===== config.mk =====
export PLATFORM = sky130hd
export DESIGN_NAME = time_counter
export DESIGN_NICKNAME = d
export VERILOG_FILES = /design/src/rtl/clock_pkg.sv /design/src/rtl/bcd_mod_counter.sv /design/src/rtl/time_counter.sv
export SDC_FILE = /design/constraint.sdc
export NUM_CORES = 1
export LEC_CHECK = 0
export BUFFER_PORTS_ARGS = -buffer_cell sky130_fd_sc_hd__buf_2
export CAP_MARGIN = 25
export CORE_MARGIN = 2
export CORE_UTILIZATION = 40
export CTS_CLUSTER_DIAMETER = 200
export DETAILED_ROUTE_END_ITERATION = 12
export HOLD_SLACK_MARGIN = 0.02
export PLACE_DENSITY = 0.69
export SYNTH_ARGS = -nofsm -noshare
export SYNTH_HDL_FRONTEND = slang
export SYNTH_SLANG_ARGS = --single-unit

===== constraint.sdc =====
create_clock -name clk_50mhz -period 4.7 [get_ports clk_50mhz]
set_input_delay 0.235 -clock clk_50mhz [delete_from_list [all_inputs] [get_ports clk_50mhz]]
set_output_delay 0.235 -clock clk_50mhz [all_outputs]
set_load 0.01 [all_outputs]

===== src/rtl/clock_pkg.sv =====
// clock_pkg: shared types and constants for the time-of-day counter.
//   mode_e     : set_sel decode (RUN / SET_HOUR / SET_MIN / CLR_SEC)
//   bcd_t      : packed two-digit BCD byte
//   *_MOD      : field moduli
//   to_bcd     : small integer -> BCD byte (elaboration-time constants)
//   bcd_inc    : BCD increment with wrap at a modulus
package clock_pkg;

  typedef logic [7:0] bcd_t;

  typedef enum logic [1:0] {
    MODE_RUN      = 2'b00,
    MODE_SET_HOUR = 2'b01,
    MODE_SET_MIN  = 2'b10,
    MODE_CLR_SEC  = 2'b11
  } mode_e;

  localparam int unsigned SEC_MOD  = 60;
  localparam int unsigned MIN_MOD  = 60;
  localparam int unsigned HOUR_MOD = 24;

  function automatic bcd_t to_bcd(input int unsigned v);
    return {4'(v / 10), 4'(v % 10)};
  endfunction

  // Wrap is decided on the full BCD byte, not on a binary count.
  function automatic bcd_t bcd_inc(input bcd_t v, input int unsigned m);
    if (v == to_bcd(m - 1))
      return 8'h00;
    else if (v[3:0] == 4'd9)
      return {v[7:4] + 4'd1, 4'd0};
    else
      return {v[7:4], v[3:0] + 4'd1};
  endfunction

endpackage


===== src/rtl/bcd_mod_counter.sv =====
// bcd_mod_counter: two-digit BCD counter wrapping at MOD.
//   clk_50mhz, rst_n : clock, async active-low reset
//   inc              : increment this cycle
//   clr              : force to 00 (wins over inc)
//   q                : registered BCD value
//   carry            : combinational, inc while q == MOD-1
module bcd_mod_counter
  import clock_pkg::*;
#(
  parameter int unsigned MOD = 60
) (
  input  logic clk_50mhz,
  input  logic rst_n,
  input  logic inc,
  input  logic clr,
  output bcd_t q,
  output logic carry
);

  bcd_t q_q, q_d;

  always_comb begin
    q_d = q_q;
    if (clr)
      q_d = 8'h00;
    else if (inc)
      q_d = bcd_inc(q_q, MOD);
  end

  always_ff @(posedge clk_50mhz or negedge rst_n) begin
    if (!rst_n) q_q <= 8'h00;
    else        q_q <= q_d;
  end

  assign q     = q_q;
  assign carry = inc && (q_q == to_bcd(MOD - 1));

endmodule


===== src/rtl/time_counter.sv =====
// time_counter: hh:mm:ss BCD time-of-day counter with hour/minute set modes.
//   clk_50mhz, rst_n  : clock, async active-low reset
//   clk1hz            : 1 Hz square wave, synchronized and edge-detected
//   set_sel           : 00 RUN, 01 SET_HOUR, 10 SET_MIN, 11 CLR_SEC
//   inc_pulse         : one-cycle increment request for the selected field
//   hour/min/sec_bcd  : registered BCD time
//   hour_pulse        : one cycle when RUN carries into a new hour
// Optional (macro TIME_ALARM_EN): alarm_hour_bcd, alarm_min_bcd inputs and
// registered alarm_hit pulse on the RUN transition into alarm hh:mm:00.
module time_counter
  import clock_pkg::*;
#(
  parameter int unsigned SYNC_STAGES = 2
) (
  input  logic       clk_50mhz,
  input  logic       rst_n,
  input  logic       clk1hz,
  input  logic [1:0] set_sel,
  input  logic       inc_pulse,
`ifdef TIME_ALARM_EN
  input  logic [7:0] alarm_hour_bcd,
  input  logic [7:0] alarm_min_bcd,
  output logic       alarm_hit,
`endif
  output logic [7:0] hour_bcd,
  output logic [7:0] min_bcd,
  output logic [7:0] sec_bcd,
  output logic       hour_pulse
);

  logic [SYNC_STAGES-1:0] sync_q, sync_d;
  logic                   edge_q, edge_d;
  logic [2:0]             fill_q, fill_d;
  logic                   hour_pulse_q, hour_pulse_d;
  logic                   tick;
  mode_e                  mode;
  logic                   run;
  logic                   sec_inc, min_inc, hour_inc;
  logic                   sec_carry, min_carry, hour_carry_unused;

  assign mode = mode_e'(set_sel);
  assign run  = (mode == MODE_RUN);

  // fill_q holds off edge detection until the chain and edge_q have all
  // loaded post-reset data, so a clk1hz that is already high at release
  // does not look like a rising edge.
  always_comb begin
    sync_d = {sync_q[SYNC_STAGES-2:0], clk1hz};
    edge_d = sync_q[SYNC_STAGES-1];
    fill_d = (fill_q == 3'd0) ? 3'd0 : fill_q - 3'd1;
  end

  assign tick = sync_q[SYNC_STAGES-1] && !edge_q && (fill_q == 3'd0);

  assign sec_inc  = run && tick;
  assign min_inc  = (run && sec_carry) || ((mode == MODE_SET_MIN)  && inc_pulse);
  assign hour_inc = (run && min_carry) || ((mode == MODE_SET_HOUR) && inc_pulse);

  // min_carry only occurs in RUN via a seconds carry, i.e. a true hour rollover.
  assign hour_pulse_d = run && min_carry;

  always_ff @(posedge clk_50mhz or negedge rst_n) begin
    if (!rst_n) begin
      sync_q       <= '0;
      edge_q       <= 1'b0;
      fill_q       <= 3'(SYNC_STAGES + 1);
      hour_pulse_q <= 1'b0;
    end else begin
      sync_q       <= sync_d;
      edge_q       <= edge_d;
      fill_q       <= fill_d;
      hour_pulse_q <= hour_pulse_d;
    end
  end

  bcd_mod_counter #(.MOD(SEC_MOD)) u_sec (
    .clk_50mhz (clk_50mhz),
    .rst_n     (rst_n),
    .inc       (sec_inc),
    .clr       (mode == MODE_CLR_SEC),
    .q         (sec_bcd),
    .carry     (sec_carry)
  );

  bcd_mod_counter #(.MOD(MIN_MOD)) u_min (
    .clk_50mhz (clk_50mhz),
    .rst_n     (rst_n),
    .inc       (min_inc),
    .clr       (1'b0),
    .q         (min_bcd),
    .carry     (min_carry)
  );

  bcd_mod_counter #(.MOD(HOUR_MOD)) u_hour (
    .clk_50mhz (clk_50mhz),
    .rst_n     (rst_n),
    .inc       (hour_inc),
    .clr       (1'b0),
    .q         (hour_bcd),
    .carry     (hour_carry_unused)
  );

  assign hour_pulse = hour_pulse_q;

`ifdef TIME_ALARM_EN
  logic alarm_hit_q, alarm_hit_d;
  bcd_t min_next, hour_next;

  // Look at the values the counters are about to load so the pulse lines up
  // with the cycle the display shows alarm hh:mm:00.
  always_comb begin
    min_next    = bcd_inc(min_bcd, MIN_MOD);
    hour_next   = min_carry ? bcd_inc(hour_bcd, HOUR_MOD) : hour_bcd;
    alarm_hit_d = run && sec_carry &&
                  (min_next == alarm_min_bcd) && (hour_next == alarm_hour_bcd);
  end

  always_ff @(posedge clk_50mhz or negedge rst_n) begin
    if (!rst_n) alarm_hit_q <= 1'b0;
    else        alarm_hit_q <= alarm_hit_d;
  end

  assign alarm_hit = alarm_hit_q;
`endif

endmodule


=== Word level (Yosys, flattened, before mapping) ===
Index checks and enable logic that the tools add are counted.

* Logic and storage cells: 56
* Output and inout bits: 25
* Flip-flop bits (word level): 31
* Input port bits: 6

* Add/sub/neg operators: 7
* Reductions and logical operators: 21
* Mux-type cells: 9
* Equal/unequal tests: 9

{| class="wikitable"
|+ Operator list
! operator !! number
|-
| two-way mux 8 bit || 8
|-
| adder 4 x 1 -> 4 bit, second input constant || 6
|-
| == test 8 x 7 -> 1 bit, second input constant || 2
|-
| == test 4 bit, second input constant || 3
|-
| logical AND 1 bit || 9
|-
| == test 8 x 6 -> 1 bit, second input constant || 1
|-
| AND reduction 2 bit || 3
|-
| nonzero test 2 bit || 3
|-
| == test 2 bit, second input constant || 2
|-
| zero test 3 bit || 1
|-
| two-way mux 3 bit || 1
|-
| nonzero test 3 bit || 1
|-
| subtractor 3 x 1 -> 3 bit, second input constant || 1
|-
| == test 2 x 1 -> 1 bit, second input constant || 1
|-
| zero test 2 bit || 1
|-
| logical OR 1 bit || 2
|-
| zero test 1 bit || 1
|}

=== Depth between registers and ports, before layout ===
Gate-level depths: netlist (run 1).

* Depth in word-level cells: 11
* Mapped depth: 8
* Depth with buffers taken out: 7

=== By module ===
From an unflattened synthesis (run 1), not the netlist that was laid out.

* Cell total of the unflattened synthesis: 181
* Area total of the unflattened synthesis: 1780.5 µm²

{| class="wikitable"
|+ By module, submodules not included
! module !! cells an instance !! area an instance (µm²) !! times used
|-
| bcd_mod_counter (u_min ...) || 50 || 486.7 || 2
|-
| bcd_mod_counter (u_hour) || 57 || 518.0 || 1
|-
| time_counter || 24 || 289.0 || 1
|}

=== Worst setup path after synthesis (run 1) ===
No wires, ideal clock.

* Path type: register to register
* Start: register u_sec.q_q[0] (netlist: u_sec.q[0])
* End: register u_hour.q_q[0] (netlist: u_hour.q[0])
* Path buffers: 1
* Period minus slack after synthesis: 1919 ps
* Required time: 4582 ps
* Cell stages (with the launch flop): 8
* Slack: 2781 ps
* Arrival: 1801 ps
* Cells stage by stage: dfrtp_1 -> ha_1 -> and3b_1 -> and4_2 -> a31oi_1 -> clkbuf_1 -> nor3_1 -> a21o_1

* Longest elaborated chain between the ends: 7

{| class="wikitable"
|+ Ends and longest elaborated chain
! element !! RTL line !! source
|-
| from (decl) || bcd_mod_counter.sv:20 || <nowiki>bcd_t q_q, q_d;</nowiki>
|-
| from (signal assigned) || bcd_mod_counter.sv:32 || <nowiki>else q_q <= q_d;</nowiki>
|-
| == test 8 x 7 -> 1 bit || bcd_mod_counter.sv:36 || <nowiki>assign carry = inc && (q_q == to_bcd(MOD - 1));</nowiki>
|-
| logical AND 1 bit || bcd_mod_counter.sv:36 ||
|-
| logical AND 1 bit || time_counter.sv:56 || <nowiki>assign min_inc = (run && sec_carry) || ((mode == MODE_SET_MIN) && inc_pulse);</nowiki>
|-
| logical OR 1 bit || time_counter.sv:56 ||
|-
| logical AND 1 bit || bcd_mod_counter.sv:36 ||
|-
| logical AND 1 bit || time_counter.sv:57 || <nowiki>assign hour_inc = (run && min_carry) || ((mode == MODE_SET_HOUR) && inc_pulse);</nowiki>
|-
| logical OR 1 bit || time_counter.sv:57 ||
|-
| to (signal assigned) || bcd_mod_counter.sv:32 ||
|-
| to (decl) || bcd_mod_counter.sv:20 ||
|}

No other way between the ends.
A chain may end at the register's enable or synchronous reset.

=== Worst setup path in the final report (run 1) ===
* Start: register fill_q[0]
* End: register u_hour.q_q[7] (netlist: u_hour.q[7])

* Longest elaborated chain between the ends: 10

{| class="wikitable"
|+ Ends and longest elaborated chain
! element !! RTL line !! source
|-
| from (decl) || time_counter.sv:33 || <nowiki>logic [2:0] fill_q, fill_d;</nowiki>
|-
| from (signal assigned) || time_counter.sv:66 || <nowiki>fill_q <= 3'(SYNC_STAGES + 1);</nowiki>
|-
| from (signal assigned) || time_counter.sv:71 || <nowiki>fill_q <= fill_d;</nowiki>
|-
| zero test 3 bit || time_counter.sv:53 || <nowiki>assign tick = sync_q[SYNC_STAGES-1] && !edge_q && (fill_q == 3'd0);</nowiki>
|-
| logical AND 1 bit || time_counter.sv:53 ||
|-
| logical AND 1 bit || time_counter.sv:55 || <nowiki>assign sec_inc = run && tick;</nowiki>
|-
| logical AND 1 bit || bcd_mod_counter.sv:36 ||
|-
| logical AND 1 bit || time_counter.sv:56 ||
|-
| logical OR 1 bit || time_counter.sv:56 ||
|-
| logical AND 1 bit || bcd_mod_counter.sv:36 ||
|-
| logical AND 1 bit || time_counter.sv:57 ||
|-
| logical OR 1 bit || time_counter.sv:57 ||
|-
| AND reduction 2 bit (no source line) || - ||
|}

No other way between the ends.

==> results of run 1 <==
[layer usage]
metal / share of wire [%] / global-route usage [%] / up-vias
met2: 47 / 21.8 / 16
met4: 2.0 / 6.89 / 0
met3: 3.7 / 5.17 / 7
li1: - / - / 606
met5: 0 / 0 / -
met1: 47 / 18.8 / 571
[power by group]
group | switching, W | total (W) | internal, W
registers | 0.0000557 | 0.000366 | 0.000310
logic | 0.0000980 | 0.000187 | 0.0000893
clock network | 0.0000930 | 0.000226 | 0.000133
total | 0.000247 | 0.000780 | 0.000533
[how the worst max path moves through the flow]
| stage | slack [ps] | startpoint | end |
|---|---|---|---|
| final | 2460 | fill_q[0] | u_hour.q[7] |
| after global routing | 2340 | u_min.q[4] | u_hour.q[7] |
| after CTS | 2440 | fill_q[0] | u_hour.q[7] |
| after detailed placement | 2430 | fill_q[0] | u_hour.q[7] |
| after global placement | 2490 | fill_q[0] | u_hour.q[7] |
| after floorplan | 2780 | u_sec.q[0] | u_hour.q[0] |
[layout by cell type, fill, tap and decap left out, types with 2 or more instances in the layout]
cell type,instances
o21ai_0,14
nor3b_1,2
nor3_1,2
a21o_2,2
o22ai_1,3
o31ai_1,3
inv_1,11
dfstp_2,2
ha_1,14
a21o_1,3
clkbuf_8,7
nand3_1,4
mux2_2,2
nand2_1,10
and3b_1,3
xor2_1,3
a211oi_1,2
nand3b_1,3
nand2b_1,5
a22o_2,2
and3_1,3
buf_2,30
nor2_1,11
dfrtp_1,29
nor2b_1,3
mux2i_1,2
[state kept, by name, indices dropped and copies added, names as in the netlist]
signal,cells
u_sec.q,8
hour_pulse,1
edge_q,1
sync_q,2
fill_q,3
u_hour.q,8
u_min.q,8
[worst max-delay path: cells and delay by family (launching register included)]
kind / cells / cell delay, ps
AOI/OAI and AO/OA: 1 / 650
and+or+nand+nor: 4 / 550
DFF: 1 / 540
adders and majority gates: 1 / 190
xor gates and xnor gates: 1 / 180
[cell families (layout without fill, tap and decap cells)]
logic type	Yosys count	after routing	share of synthesized area, %
AO/OA/AOI/OAI	34	34	13.9
XOR/XNOR	4	4	2.18
multiplexers	4	4	2.64
buffers and inverters	12	50	2.80
AND/OR/NAND/NOR	52	52	19.2
adder cells (fa/ha/maj)	14	14	10.9
flip-flops	31	31	48.4
[layout make-up]
cell class | instances | share of cell area (%)
Tap cell | 50 | 3.24
Sequential cell | 31 | 40.4
Inverter | 11 | 2.14
Timing Repair Buffer | 31 | 8.31
Clock buffer | 8 | 5.19
Multi-Input combinational cell | 108 | 40.8
[stage by stage]
stage / hold WS, ps / area, um^2 / power (W)
after detailed placement: 327 / 1820 / 0.000560
after floorplan: -60.6 / 1610 / 0.000482
after global placement: 320 / 1820 / 0.000558
after CTS: 49.6 / 1930 / 0.000793
final: 58.4 / 1930 / 0.000780
after global routing: 46.6 / 1930 / 0.000843
[timing repair]
item                      in CTS  in global routing
hold buffers                   1                  0
hold endpoints to repair      13                  0
setup buffers                  0                  0
==> results.md, run 1 <==
* Largest net degree at the start of global routing at 32
* Post-Route WL at 2840 um
* First DRT Iteration DRCs at 47
* Ys async rst share at 100%
* Critical Path End Type: flop
* Syn-to-layout area delta at 19.8%
* Setup_tns at 0 ps
* Clock Skew at between 5 and 6 ps
* GP Congestion at 0.758
* Initial Utilization at 40.8%
* Initial antenna violation count at 0
* Sequential area share after synthesis at 48.4%
* Core Region at roughly 4000 um^2
* Final setup violation count at 0
* Clock sink count at 31
* Outcome: finished, final reports clean
* Die ar. at 4550 um^2
* Terminus of the critical flop-to-flop path: u_hour.q[7]
* Synth Register Bits at 31
* Cell Rows at 23
* EDFF count, synth at 0
* Dpl cells at 230
* Peak VDD IR at 236 uV
* Hold WC Path Type: in2reg
* CTS clk-pin slew, worst paths at 60 ps
* Pre-CTS WS at 2430 ps
* Ports at 31
* Post-CTS Resized at 0
* Most common cell in the netlist: dfrtp_1
* Die height at 67.4 um
* Gr usage total at 14.6%
* Antenna-violating nets left at 0
* Slowest cell on crit path: a31oi_1
* Worst hold stages at 1
* Post-DP HPWL at 2100 um
* Clock Latency Late Sink at 280 ps
* Most frequent cells after synthesis: dfrtp_1 (29), ha_1 (14), o21ai_0 (14), inv_1 (11), nor2_1 (11)
* Mapped Cells at approximately 150
* CP Data Required Time at 4860 ps
* Share of layout cells above drive strength 1 at between 20% and 30%
* CTS H-tree depth at 2
* R2r setup slk at 2460 ps
* Die Span X at 67.4 um
* Startpoint Class: flop
* TritonCTS clock tree: built
* Power per cell area at roughly 400 nW/um^2
* Largest stage delay on the critical path at 650 ps
* Final core occ at approximately 49%
* Syn_nets at approximately 170
* Count of different cell masters after synthesis at 37
* Post-layout worst setup margin at around 2500 ps
* Fill cells at 373
* Max-slew violation count at 0
* Worst EP arrival at around 2400 ps
* First-pass GRT wire length at 4860 um
* R2R cell count at 7
* Buffers on Ports at 30
* Vias at 1200
* GRT overflow at 0
* Setup Crit Path Kind: reg2reg
* Max-slew headroom at between 30% and 40%
* Yosys warning total at 0
* Reg2Reg Launch Point: fill_q[0]
* Post-layout min period at around 2200 ps
* Clk root buf: clkbuf_8
* Final Non-Filler Cells at 239
* ANT cells at 0
* Reg area at 778 um^2
* RSZ-0062 raised after global routing: false
* Max frequency at 0.446 GHz
* Critical path peak fanout at 13
* P_leak at 1.01 nW
* Cell Chain, Critical Path: nor2_1, ha_1, nor4b_4, and4_2, a31oi_1, nor3_1, xor2_1
* Hold Crit Endpoint: sync_q[0]
* Tcrit/Tclk final at 47.7%
* Vias in the first global route at ~1100
* Vias/cell at 5.02
* Multi-input gate area at 786 um^2
* Drt wl/cell at approximately 12 um
* Maxcap violations at 0
* Synth top area share at 45.1%
* Pre-antenna DRT Iters at 4
* Worst hold start: clk1hz
* Syn Std Cell Area at 1610 um^2
* CTS Buf Count at 5
* Area leader, netlist: dfrtp_1
* Mean Syn Cell Area at about 11 um^2
* DRC at 0
* Nets at roughly 210
* Max Root-Sink Buffers at 2
* Synth Flop Type: dfrtp_1
* Worst-Margin Slew at ~910 ps
* Fin. Hold Viols at 0
* Top post-synthesis cells by area: dfrtp_1 (45%), ha_1 (11%), o21ai_0 (4.4%), dfstp_2 (3.3%), inv_1 (2.6%)
(Power assumes the default switching activity.)
==> run 2, diff against run 1 <==
PLACE_DENSITY = 0.71   (was 0.69)
clock period = 2.06 ns   (was 4.7 ns; I/O delays follow)
==> run 2 against run 1 <==
Against the previous run:
- flip-flop and latch count is the same
- die area is the same
- final cell count grew 2.5%
- sequential power grew 130%
- via count shrank 0.42%
- global-route usage grew 0.23 points
- maximum frequency grew 11%
- critical endpoint is now u_min.q[7]
- largest cell class unchanged
==> results.md, run 2 (synthesis gave the netlist of run 1 again) <==
* Outcome: finished, final reports clean
* Final core occ at 50.5% (+1.6 points)
* Max-slew violation count at 0 (unchanged)
* Worst EP arrival at 2240 ps (-160 ps)
* CTS H-tree depth at 2 (unchanged)
* Final setup violation count at 0 (unchanged)
* Initial antenna violation count at 0 (unchanged)
* Ports at 31 (unchanged)
* Startpoint Class: flop
* Leading cell type in the layout, fill and taps excluded: buf_2
* Fin. Hold Viols at 0 (unchanged)
* Cell Chain, Critical Path: nor2_4, ha_2, nor4b_4, nand4_2, a211o_4, or4_1, nand2_1
* Share of layout cells above drive strength 1 at 29.7% (+3.8 points)
* P_leak at 1.04 nW (+2.9%)
* GRT overflow at 0 (unchanged)
* Die height at 67.4 um (unchanged)
* Dpl cells at 234 (+1.7%)
* Core Region at 3940 um^2 (unchanged)
* CTS Buf Count at 5 (unchanged)
* CP Data Required Time at 2280 ps (-2580 ps)
* Cell Rows at 23 (unchanged)
* Post-layout min period at 2020 ps (-220 ps)
* Post-DP HPWL at 2120 um (+1.1%)
* Tcrit/Tclk final at 98.0% (+50 points)
* Die ar. at 4550 um^2 (unchanged)
* Final Non-Filler Cells at 245 (+2.5%)
* ANT cells at 0 (unchanged)
* Critical Path End Type: flop
* Syn-to-layout area delta at 23.7%
* CTS clk-pin slew, worst paths at 70 ps (about the same)
* RSZ-0062 raised after global routing: true
* Post-Route WL at 2950 um (+3.8%)
* Buffers and inverters on the worst path at 0 (unchanged)
* Nets at 214 (+2.9%)
* Setup Crit Path Kind: reg2reg
* Largest stage delay on the critical path at 400 ps (-250 ps)
* Power per cell area at 892 nW/um^2 (+120%)
* Top delay family on crit path: simple AND/OR/NAND/NOR gates
* Critical path peak fanout at 8 (-5)
* R2r setup slk at 40 ps (-2420 ps)
* Hold WC Path Type: in2reg
* Largest net degree at the start of global routing at 32 (unchanged)
* Die Span X at 67.4 um (unchanged)
* Clock sink count at 31 (unchanged)
* Worst-Margin Slew at 698 ps (-214 ps)
* First-pass GRT wire length at 5080 um (+4.4%)
* First DRT Iteration DRCs at 28 (-40%)
* Max frequency at 0.495 GHz (+11%)
* Buffers on Ports at 30 (unchanged)
* Clock Latency Late Sink at 280 ps (about the same)
* Clock Skew at 7.61 ps (+2.43 ps)
* Antenna-violating nets left at 0 (unchanged)
* Vias at 1195 (-0.42%)
* Pre-antenna DRT Iters at 6 (+2)
* GP Congestion at 0.853 (+13%)
* Clk root buf: clkbuf_8
* Initial Utilization at 40.8% (unchanged)
* Max-slew headroom at 53.5% (+15 points)
* Most frequent cells in the layout: buf_2 (30), dfrtp_1 (29), o21ai_0 (14)
* DRC at 0 (unchanged)
* Peak VDD IR at 682 uV (+190%)
* Slowest cell on crit path: or4_1
* Gr usage total at 14.8% (+0.23 points)
* TritonCTS clock tree: built
* Maxcap violations at 0 (unchanged)
* Max Root-Sink Buffers at 2 (unchanged)
* Drt wl/cell at 12.0 um (+1.3%)
* Vias/cell at 4.88 (-2.9%)
* Vias in the first global route at 1129 (+6.7%)
## run 2: changes by cell type in the layout (fill, tap and decap cells not counted), sizes merged
cell / change
buf: +5
clkbuf: -1
clkinv: +1
dlygate4sd3: +1
## run 2: worst paths after layout
| kind | from | endpoint | cells after the start |
|---|---|---|---|
| setup reg to reg | fill_q[0] | u_min.q[7] | 7 |
| hold / removal | set_sel[0] | hour_pulse | 4 |
| setup / recovery | fill_q[0] | u_min.q[7] | 7 |
| hold reg to reg | sync_q[0] | sync_q[1] | 0 |
| min in group asynchronous | rst_n | u_hour.q[7] | 2 |
| max in group asynchronous | rst_n | u_hour.q[1] | 2 |
## run 2: routing by layer
| layer | vias to the layer above | global-route usage (%) | share of wire [%] |
|---|---|---|---|
| met5 | - | 0 | 0 |
| met4 | 0 | 4.59 | 0.64 |
| met3 | 2 | 4.67 | 3.8 |
| met2 | 16 | 23.0 | 47 |
| met1 | 558 | 19.7 | 48 |
| li1 | 619 | - | - |
## run 2: final cells by class
| class | count | area, um^2 |
|---|---|---|
| clock buffer | 7 | 86.3 |
| fill | 363 | 1950 |
| multi-input combinational | 108 | 810 |
| timing repair buffer | 37 | 208 |
| clock inverter | 1 | 5.00 |
| inverter | 11 | 41.3 |
| sequential | 31 | 778 |
| tap | 50 | 62.6 |
## run 2: metrics by stage
stage	setup WS (ps)	TNS (ps)	total power [W]	instance area, um^2	hold WS (ps)
final	40.5	0	0.00178	1990	203
after global routing	-35.7	-35.7	0.00191	1990	240
after CTS	23.9	0	0.00180	1980	200
after detailed placement	8.02	0	0.00130	1850	194
after global placement	71.7	0	0.00128	1850	189
after floorplan	141	0	0.00110	1610	-193
## run 2: timing repair
action	in CTS	in global routing
endpoints found under the hold margin	30	0
gates cloned	0	0
pin swaps	1	5
hold buffers	2	0
endpoints found under the setup margin	1	7
setup buffers	1	0
resized for setup	1	4
## run 2: power by group
part,total (W),internal [W],switching [W],leakage [nW]
Clock,0.000484,0.000269,0.000215,0.0482
Sequential,0.000838,0.000707,0.000131,0.402
Combinational,0.000454,0.000222,0.000232,0.586
Total,0.00178,0.00120,0.000577,1.04
## run 2: worst min-delay path, delay by kind of cell
family	cells	cell delay, ps
buffers and inverters	1	160
and+or+nand+nor	3	190
